`src/rtl/loader_pkg.sv`:
```
// Shared types and helpers for the UART program loader.
package loader_pkg;

    typedef enum logic [2:0] {
        HDR,
        LOAD,
        CHK,
        DONE,
        ERROR
    } loader_state_t;

    localparam int unsigned HDR_BYTES  = 4;
    localparam int unsigned WORD_BYTES = 4;

    // Clock cycles per UART bit, truncated.
    function automatic int unsigned baud_div(input int unsigned clk_freq, input int unsigned baud);
        return clk_freq / baud;
    endfunction

endpackage

```
`src/rtl/uart_rx_byte.sv`:
```
// 8N1 UART byte receiver: 2-flop synchronizer, mid-bit sampling, glitch reject,
// framing error on a low stop bit.
module uart_rx_byte #(
    parameter int unsigned DIV = 868
) (
    input  logic       clk,
    input  logic       rst,
    input  logic       rx,
    output logic       byte_valid,
    output logic [7:0] byte_data,
    output logic       frame_err
);
    localparam int unsigned HALF  = (DIV / 2 > 0) ? DIV / 2 : 1;
    localparam int unsigned TMR_W = $clog2(DIV + 1);

    typedef enum logic [1:0] {RX_IDLE, RX_START, RX_DATA, RX_STOP} rx_state_t;

    rx_state_t        state;
    logic             rx_meta;
    logic             rx_sync;
    logic             rx_prev;
    logic [TMR_W-1:0] timer;
    logic [2:0]       bit_cnt;
    logic [7:0]       shreg;

    always_ff @(posedge clk) begin
        if (rst) begin
            rx_meta    <= 1'b1;
            rx_sync    <= 1'b1;
            rx_prev    <= 1'b1;
            state      <= RX_IDLE;
            timer      <= '0;
            bit_cnt    <= '0;
            shreg      <= '0;
            byte_valid <= 1'b0;
            byte_data  <= '0;
            frame_err  <= 1'b0;
        end else begin
            rx_meta    <= rx;
            rx_sync    <= rx_meta;
            rx_prev    <= rx_sync;
            byte_valid <= 1'b0;
            frame_err  <= 1'b0;
            if (state != RX_IDLE && timer != '0) begin
                timer <= timer - TMR_W'(1);
            end else begin
                case (state)
                    RX_IDLE: begin
                        if (rx_prev && !rx_sync) begin
                            state <= RX_START;
                            timer <= TMR_W'(HALF - 1);
                        end
                    end
                    // Mid start bit: a line already back high was only a glitch.
                    RX_START: begin
                        if (rx_sync) begin
                            state <= RX_IDLE;
                        end else begin
                            state   <= RX_DATA;
                            timer   <= TMR_W'(DIV - 1);
                            bit_cnt <= '0;
                        end
                    end
                    RX_DATA: begin
                        shreg   <= {rx_sync, shreg[7:1]};
                        timer   <= TMR_W'(DIV - 1);
                        bit_cnt <= bit_cnt + 3'd1;
                        if (bit_cnt == 3'd7) begin
                            state <= RX_STOP;
                        end
                    end
                    RX_STOP: begin
                        state <= RX_IDLE;
                        if (rx_sync) begin
                            byte_valid <= 1'b1;
                            byte_data  <= shreg;
                        end else begin
                            frame_err <= 1'b1;
                        end
                    end
                    default: state <= RX_IDLE;
                endcase
            end
        end
    end

endmodule

```
`src/rtl/uart_program_loader.sv`:
```
// Loads a little-endian program image (N, then N words) from UART into program memory.
// Define LOADER_CHECKSUM_EN to require a trailing XOR checksum byte over the payload.
module uart_program_loader
    import loader_pkg::*;
#(
    parameter int unsigned CLK_FREQ   = 100000000,
    parameter int unsigned BAUD       = 115200,
    parameter int unsigned ADDR_WIDTH = 10,
    parameter int unsigned DATA_WIDTH = 32
) (
    input  logic                  clk,
    input  logic                  rst,
    input  logic                  rx,
    output logic [ADDR_WIDTH-1:0] prog_addr,
    output logic [DATA_WIDTH-1:0] prog_data,
    output logic                  prog_we,
    output logic                  busy,
    output logic                  done,
    output logic                  err
);
    localparam int unsigned DIV    = baud_div(CLK_FREQ, BAUD);
    localparam int unsigned WORDS  = 2 ** ADDR_WIDTH;
    localparam int unsigned CNT_W  = ADDR_WIDTH + 1;
    localparam int unsigned WORD_W = 8 * WORD_BYTES;

    logic              byte_valid;
    logic [7:0]        byte_data;
    logic              frame_err;

    loader_state_t     state;
    logic [1:0]        byte_cnt;
    logic [WORD_W-1:0] word_asm;
    logic [WORD_W-1:0] word_full;
    logic [CNT_W-1:0]  word_cnt;
    logic [CNT_W-1:0]  word_cnt_nx;
    logic [CNT_W-1:0]  n_words;
`ifdef LOADER_CHECKSUM_EN
    logic [7:0]        csum;
`endif

    uart_rx_byte #(.DIV(DIV)) u_rx (
        .clk        (clk),
        .rst        (rst),
        .rx         (rx),
        .byte_valid (byte_valid),
        .byte_data  (byte_data),
        .frame_err  (frame_err)
    );

    // Word as it stands once the current byte is shifted in (byte k lands in [8k+7:8k]).
    assign word_full   = {byte_data, word_asm[WORD_W-1:8]};
    assign word_cnt_nx = word_cnt + CNT_W'(1);

    always_ff @(posedge clk) begin
        if (rst) begin
            state     <= HDR;
            byte_cnt  <= '0;
            word_asm  <= '0;
            word_cnt  <= '0;
            n_words   <= '0;
            prog_addr <= '0;
            prog_data <= '0;
            prog_we   <= 1'b0;
            busy      <= 1'b1;
            done      <= 1'b0;
            err       <= 1'b0;
`ifdef LOADER_CHECKSUM_EN
            csum      <= '0;
`endif
        end else begin
            prog_we <= 1'b0;
            if (frame_err && state != DONE) begin
                state <= ERROR;
                busy  <= 1'b1;
                err   <= 1'b1;
            end else if (byte_valid) begin
                case (state)
                    HDR: begin
                        word_asm <= word_full;
                        byte_cnt <= byte_cnt + 2'd1;
                        if (byte_cnt == 2'd3) begin
                            word_cnt <= '0;
                            n_words  <= CNT_W'(word_full);
`ifdef LOADER_CHECKSUM_EN
                            csum     <= '0;
`endif
                            if (word_full > WORDS) begin
                                state <= ERROR;
                                err   <= 1'b1;
                            end else if (word_full == '0) begin
`ifdef LOADER_CHECKSUM_EN
                                state <= CHK;
`else
                                state <= DONE;
                                busy  <= 1'b0;
                                done  <= 1'b1;
`endif
                            end else begin
                                state <= LOAD;
                            end
                        end
                    end
                    LOAD: begin
                        word_asm <= word_full;
                        byte_cnt <= byte_cnt + 2'd1;
`ifdef LOADER_CHECKSUM_EN
                        csum     <= csum ^ byte_data;
`endif
                        if (byte_cnt == 2'd3) begin
                            prog_data <= word_full;
                            prog_addr <= word_cnt[ADDR_WIDTH-1:0];
                            prog_we   <= 1'b1;
                            word_cnt  <= word_cnt_nx;
                            if (word_cnt_nx == n_words) begin
`ifdef LOADER_CHECKSUM_EN
                                state <= CHK;
`else
                                state <= DONE;
                                busy  <= 1'b0;
                                done  <= 1'b1;
`endif
                            end
                        end
                    end
`ifdef LOADER_CHECKSUM_EN
                    CHK: begin
                        if (byte_data == csum) begin
                            state <= DONE;
                            busy  <= 1'b0;
                            done  <= 1'b1;
                        end else begin
                            state <= ERROR;
                            err   <= 1'b1;
                        end
                    end
`endif
                    default: ;
                endcase
            end
        end
    end

endmodule

```
`config.mk`:
```
export PLATFORM = sky130hd
export DESIGN_NAME = uart_program_loader
export DESIGN_NICKNAME = d
export VERILOG_FILES = /design/src/rtl/loader_pkg.sv /design/src/rtl/uart_rx_byte.sv /design/src/rtl/uart_program_loader.sv
export SDC_FILE = /design/constraint.sdc
export NUM_CORES = 1
export LEC_CHECK = 0
export BUFFER_PORTS_ARGS = -buffer_cell sky130_fd_sc_hd__buf_2
export CAP_MARGIN = 5
export CELL_PAD_IN_SITES_DETAIL_PLACEMENT = 1
export CELL_PAD_IN_SITES_GLOBAL_PLACEMENT = 1
export CORE_ASPECT_RATIO = 1.1
export CORE_UTILIZATION = 45
export DETAILED_ROUTE_END_ITERATION = 6
export PLACE_DENSITY = 0.8
export SYNTH_ARGS = -nofsm -noshare
export SYNTH_HDL_FRONTEND = slang
export SYNTH_SLANG_ARGS = --single-unit
```
`constraint.sdc`:
```
create_clock -name clk -period 2.7 [get_ports clk]
set_input_delay 0 -clock clk [delete_from_list [all_inputs] [get_ports clk]]
set_output_delay 0 -clock clk [all_outputs]
set_load 0.05 [all_outputs]
```
# Word level (Yosys, flattened, before mapping)
# Cells that the tools add are included.
# classes
bitwise	5
n_lt_le_gt_ge	1
eq_ne	21
muxes	41
reduce_logical	35
add_sub_neg	4
# op_table
cell	count
$gt 32x11->1 const B	1
$logic_not 32->1	1
$mux 10	3
$pmux 10 s3	1
$mux 11	2
$pmux 11 s2	1
$mux 3	7
$mux 1	18
$reduce_and 3->1	5
$reduce_and 5->1	3
$reduce_bool 2->1	7
$ne 2x2->1 const B	6
$ne 3x3->1 const B	4
$pmux 3 s2	2
$reduce_and 4->1	3
$add 11x1->11 const B	1
$eq 11x11->1	1
$reduce_bool 10->1	1
$sub 10x1->10 const B	1
$mux 2	4
$pmux 2 s4	1
$reduce_and 8->1	1
$reduce_and 7->1	1
$eq 2x2->1 const B	3
20 further kinds	29
# word_totals
regBits	141
out_inout_bits	46
in_bits	3
wordCells	129

# Logic depth before layout (Yosys ltp)
# depth
depth_word	7
depth_mapped	9
depth_no_buf	8

# Cells and area by module
# From an unflattened synthesis, not the netlist that was laid out.
# hier_totals
cells_unflattened	702
area_unflattened_um2	5793.1
# by_module_without_submodules
mod	instances	cells_each	area_each_um2
uart_program_loader	1	499	4042.6
uart_rx_byte	1	203	1750.4

# Least setup slack after synthesis
# OpenSTA, ideal clock, no wires.
# synth_path
path_type	register to register
start	reg word_cnt[0]
end	reg state[2]
t_arrival_ns	2.049
required_ns	2.579
slack_ns	0.530
path_stages_with_launch	8
cell_sequence	dfxtp_1 -> ha_1 -> or2b_1 -> and3b_2 -> a211o_1 -> and4_4 -> a21oi_4 -> mux2_4
# synth_between
elab_chain_cells	4
# synth_rtl
item	line_no	rtl
from (decl)	uart_program_loader.sv:34	logic [CNT_W-1:0] word_cnt;
from (signal assigned)	uart_program_loader.sv:113	word_cnt <= word_cnt_nx;
$add 11x1->11	uart_program_loader.sv:52	assign word_cnt_nx = word_cnt + CNT_W'(1);
$eq 11x11->1	uart_program_loader.sv:114	if (word_cnt_nx == n_words) begin
$ne 3x3->1 (no source line)	n/a	
$reduce_and 5->1 (no source line)	n/a	
to (signal assigned)	uart_program_loader.sv:56	state <= HDR;
to (signal assigned)	uart_program_loader.sv:73	state <= ERROR;
to (signal assigned)	uart_program_loader.sv:118	state <= DONE;
to (decl)	uart_program_loader.sv:30	loader_state_t state;
# Every way passes these cells.
# A chain may end at the register's enable or synchronous reset.

# Worst setup path in the final report
# layout_path
start	reg word_cnt[0]
end	reg state[0]
# layout_between
elab_chain_cells	4
# layout_rtl
item	line_no
$add 11x1->11	uart_program_loader.sv:52
$eq 11x11->1	uart_program_loader.sv:114
$ne 2x2->1 (no source line)	n/a
$reduce_and 5->1 (no source line)	n/a
# Every way passes these cells.

==> flow_summary.json <==
{
  "cp-end-kind": "flip-flop",
  "period_share_pct": 90.2,
  "status": "finished, final reports clean",
  "finalHoldViolCount": 0,
  "cp-startpoint": "word_cnt[0]",
  "die_area_mm2": 0.0132,
  "maxCapViolCount": 0,
  "place_ws_ns": 0.317,
  "start_kind": "flip-flop",
  "final_nets": 750,
  "cts.sinks": 133,
  "power.switching_mw": 1.13,
  "wl_per_cell_um": 17.0,
  "drc": 0,
  "viasPerCell": 5.51,
  "clk_pin_slew_ns": 0.06,
  "finalSetupViolCount": 0,
  "synth_area_per_cell_um2": 8.24,
  "final.min_clock_period_ns": 2.43,
  "dp_hpwl_mm": 10.4,
  "n_fill_cell": 1475,
  "num_io_pins": 49,
  "ys_seq_area_share_pct": 46.3,
  "skew_ns": 0.00708,
  "grt_start_max_net_pins": 81,
  "grt_pass1_vias": 5114,
  "grt_overflow": 0,
  "fin_cells": 905,
  "drt_iter0_markers": 195,
  "worstSetupPathType": "reg -> reg",
  "ys_dominant_reg_cell": "dfxtp_1",
  "io_buffers": 48,
  "peakVddDrop_mv": 0.474,
  "p_int_mw": 3.59,
  "final_cell_mix": "nand2_1, dfxtp_1, a21oi_1",
  "die_x_um": 110,
  "layout_commonest_cell": "nand2_1",
  "ys_warn_count": 0,
  "core_area_mm2": 0.0122,
  "n_antenna_cell": 0,
  "worst-endpoint-arrival_ns": 2.72,
  "drtPass1Iterations": 4,
  "max-slew-margin-rel_pct": 45.0,
  "switching_share_pct": 23.9,
  "crit_path_max_fanout": 8,
  "clock.fmax_mhz": 411,
  "dieHeight_um": 121,
  "grt_first_pass_wirelength_mm": 25.5,
  "worst_pin_slew_ns": 0.824,
  "synth_edf_count": 0,
  "crit_end": "state[0]",
  "worstRegToRegCells": 7,
  "num_vias": 4989,
  "rsz0062_at_grt": "no",
  "initial_core_util_pct": 47.0,
  "reg2reg_slack_ns": 0.27,
  "powerDensity_mw_per_mm2": 703,
  "dp.cells": 872,
  "regToRegEndpoint": "state[0]",
  "comb_power_share_pct": 7.2,
  "drive_above_1_share_pct": 16.0,
  "tns_ns": 0,
  "ys_async_sr_fraction_pct": 0,
  "layout_setup_ws_ns": 0.266,
  "wl_mm": 15.4,
  "dpl_cell_area_mm2": 0.00610,
  "r2r_start": "word_cnt[0]",
  "ctsHtreeMaxLevel": 4,
  "clockBufferDepth": 2,
  "clk_latency_ns": 0.42,
  "ys_ff_latch": 133,
  "ant_nets": 0,
  "cts_root_buf": "clkbuf_16",
  "syn_inst": 699,
  "hold_class": "in -> reg",
  "area_growth_pct": 16.6,
  "cts-buffers-inserted": 17,
  "clkPwrFrac_pct": 49.6,
  "num_rows": 42,
  "antenna_found_initial": 0,
  "syn_area_mm2": 0.00576,
  "cp.required_ns": 2.99,
  "synth_fp_nets": 711,
  "cts_tree": "done",
  "grtUsageTotal_pct": 24.9,
  "final_area_mm2": 0.00671,
  "synth.distinct_cells": 63,
  "slew_violations": 0,
  "place.gp.congestion": 0.821,
  "p_leak_nw": 2.65,
  "pwr-share-seq_pct": 43.1
}
[registers in the layout, summed over array words and instances, names as in the netlist, 2 cells and up, named ones only]
signal          count
prog_addr          10
u_rx.bit_cnt        3
word_asm           24
u_rx.shreg          8
u_rx.timer         10
state               3
word_cnt           11
byte_cnt            2
n_words            11
prog_data          32
u_rx.byte_data      8
[how the worst min path moves through the flow]
| stage | to | cells past startpoint | slack (ns) | startpoint |
|---|---|---|---|---|
| global route | u_rx.timer[3] | 2 | 0.18 | rst |
| detailed placement | u_rx.rx_meta | 2 | 0.20 | rx |
| finish | u_rx.timer[3] | 2 | 0.13 | rst |
| floorplan | u_rx.rx_meta | 1 | 0.10 | rx |
| CTS | flip-flop | 2 | 0.15 | rst |
| global placement | u_rx.rx_meta | 2 | 0.18 | rx |
[final cells by class]
type                       instances  area (µm²)  share of cell area, %
inverter                          12        45.0                  0.671
multi-input combinational        511        2840                   42.3
timing repair buffer              63         370                   5.52
clock inverter                    12         153                   2.27
clock buffer                      20         447                   6.65
sequential                       133        2660                   39.7
tap                              154         193                   2.87
[synthesized netlist by cell type (5+ instances only)]
library cell	n	area, µm²
nor3_1	11	55.1
nor4_1	11	68.8
o22ai_1	5	31.3
ha_1	9	113
or3_1	6	37.5
nand3_1	21	105
nand3b_1	5	37.5
xnor2_1	5	43.8
or2_2	6	37.5
xor2_1	6	52.6
nand2_1	162	608
buf_2	5	25.0
dfxtp_1	133	2660
a21oi_1	102	510
nand4_1	5	31.3
mux2i_1	21	210
o21ai_0	12	60.1
clkbuf_1	32	120
inv_1	12	45.0
nor2_1	53	199
a21o_1	6	45.0
nand2b_1	7	43.8
[critical path: stages (launching register included)]
cell and delay (ns):
dfxtp_1 0.47, ha_1 0.34, and3_2 0.23, a311oi_1 0.13
a2111oi_0 0.46, and4_1 0.24, nor4bb_1 0.32, o22ai_1 0.11
[metrics by stage]
| stage | util (%) | power (mW) | hold slack [ns] |
|---|---|---|---|
| finish | 54.8 | 4.72 | 0.130 |
| global route | 54.8 | 4.88 | 0.184 |
| CTS | 54.8 | 4.75 | 0.145 |
| detailed placement | 49.8 | 2.41 | 0.197 |
| global placement | 49.8 | 2.39 | 0.182 |
| floorplan | - | 2.33 | 0.104 |
[metal layers]
layer / up-vias / routed length (µm) / share of wire, % / GRT usage, %
met2: 70 / 7880 / 51 / 42.9
met4: 0 / 233 / 1.5 / 8.83
met5: - / 0 / 0 / 0
met1: 2420 / 6840 / 45 / 30.5
li1: 2478 / - / - / -
met3: 21 / 414 / 2.7 / 4.96
[logic make-up after synthesis]
kind of cell | share of synthesized area (%)
and+or+nand+nor | 25.4
AOI/OAI and AO/OA | 15.5
DFF | 46.3
buffers and inverters | 4.61
muxes | 4.30
xor gates and xnor gates | 1.96
adders and majority gates | 1.96
[repair_timing]
action	4_1_cts	5_1_grt
buffers inserted	0	0
hold endpoints to repair	1	0
gates resized for setup	0	0
hold buffers	1	0
[power by group through the flow]
stage                     Sequential [mW]  Combinational, mW  Clock, mW
after floorplan                      2.07              0.257          0
after global placement               2.08              0.313          0
after detailed placement             2.08              0.334          0
after CTS                            2.04              0.342       2.37
after global routing                 2.04              0.384       2.46
final                                2.04              0.341       2.34
Note: power is estimated with default switching activity, not from simulation.
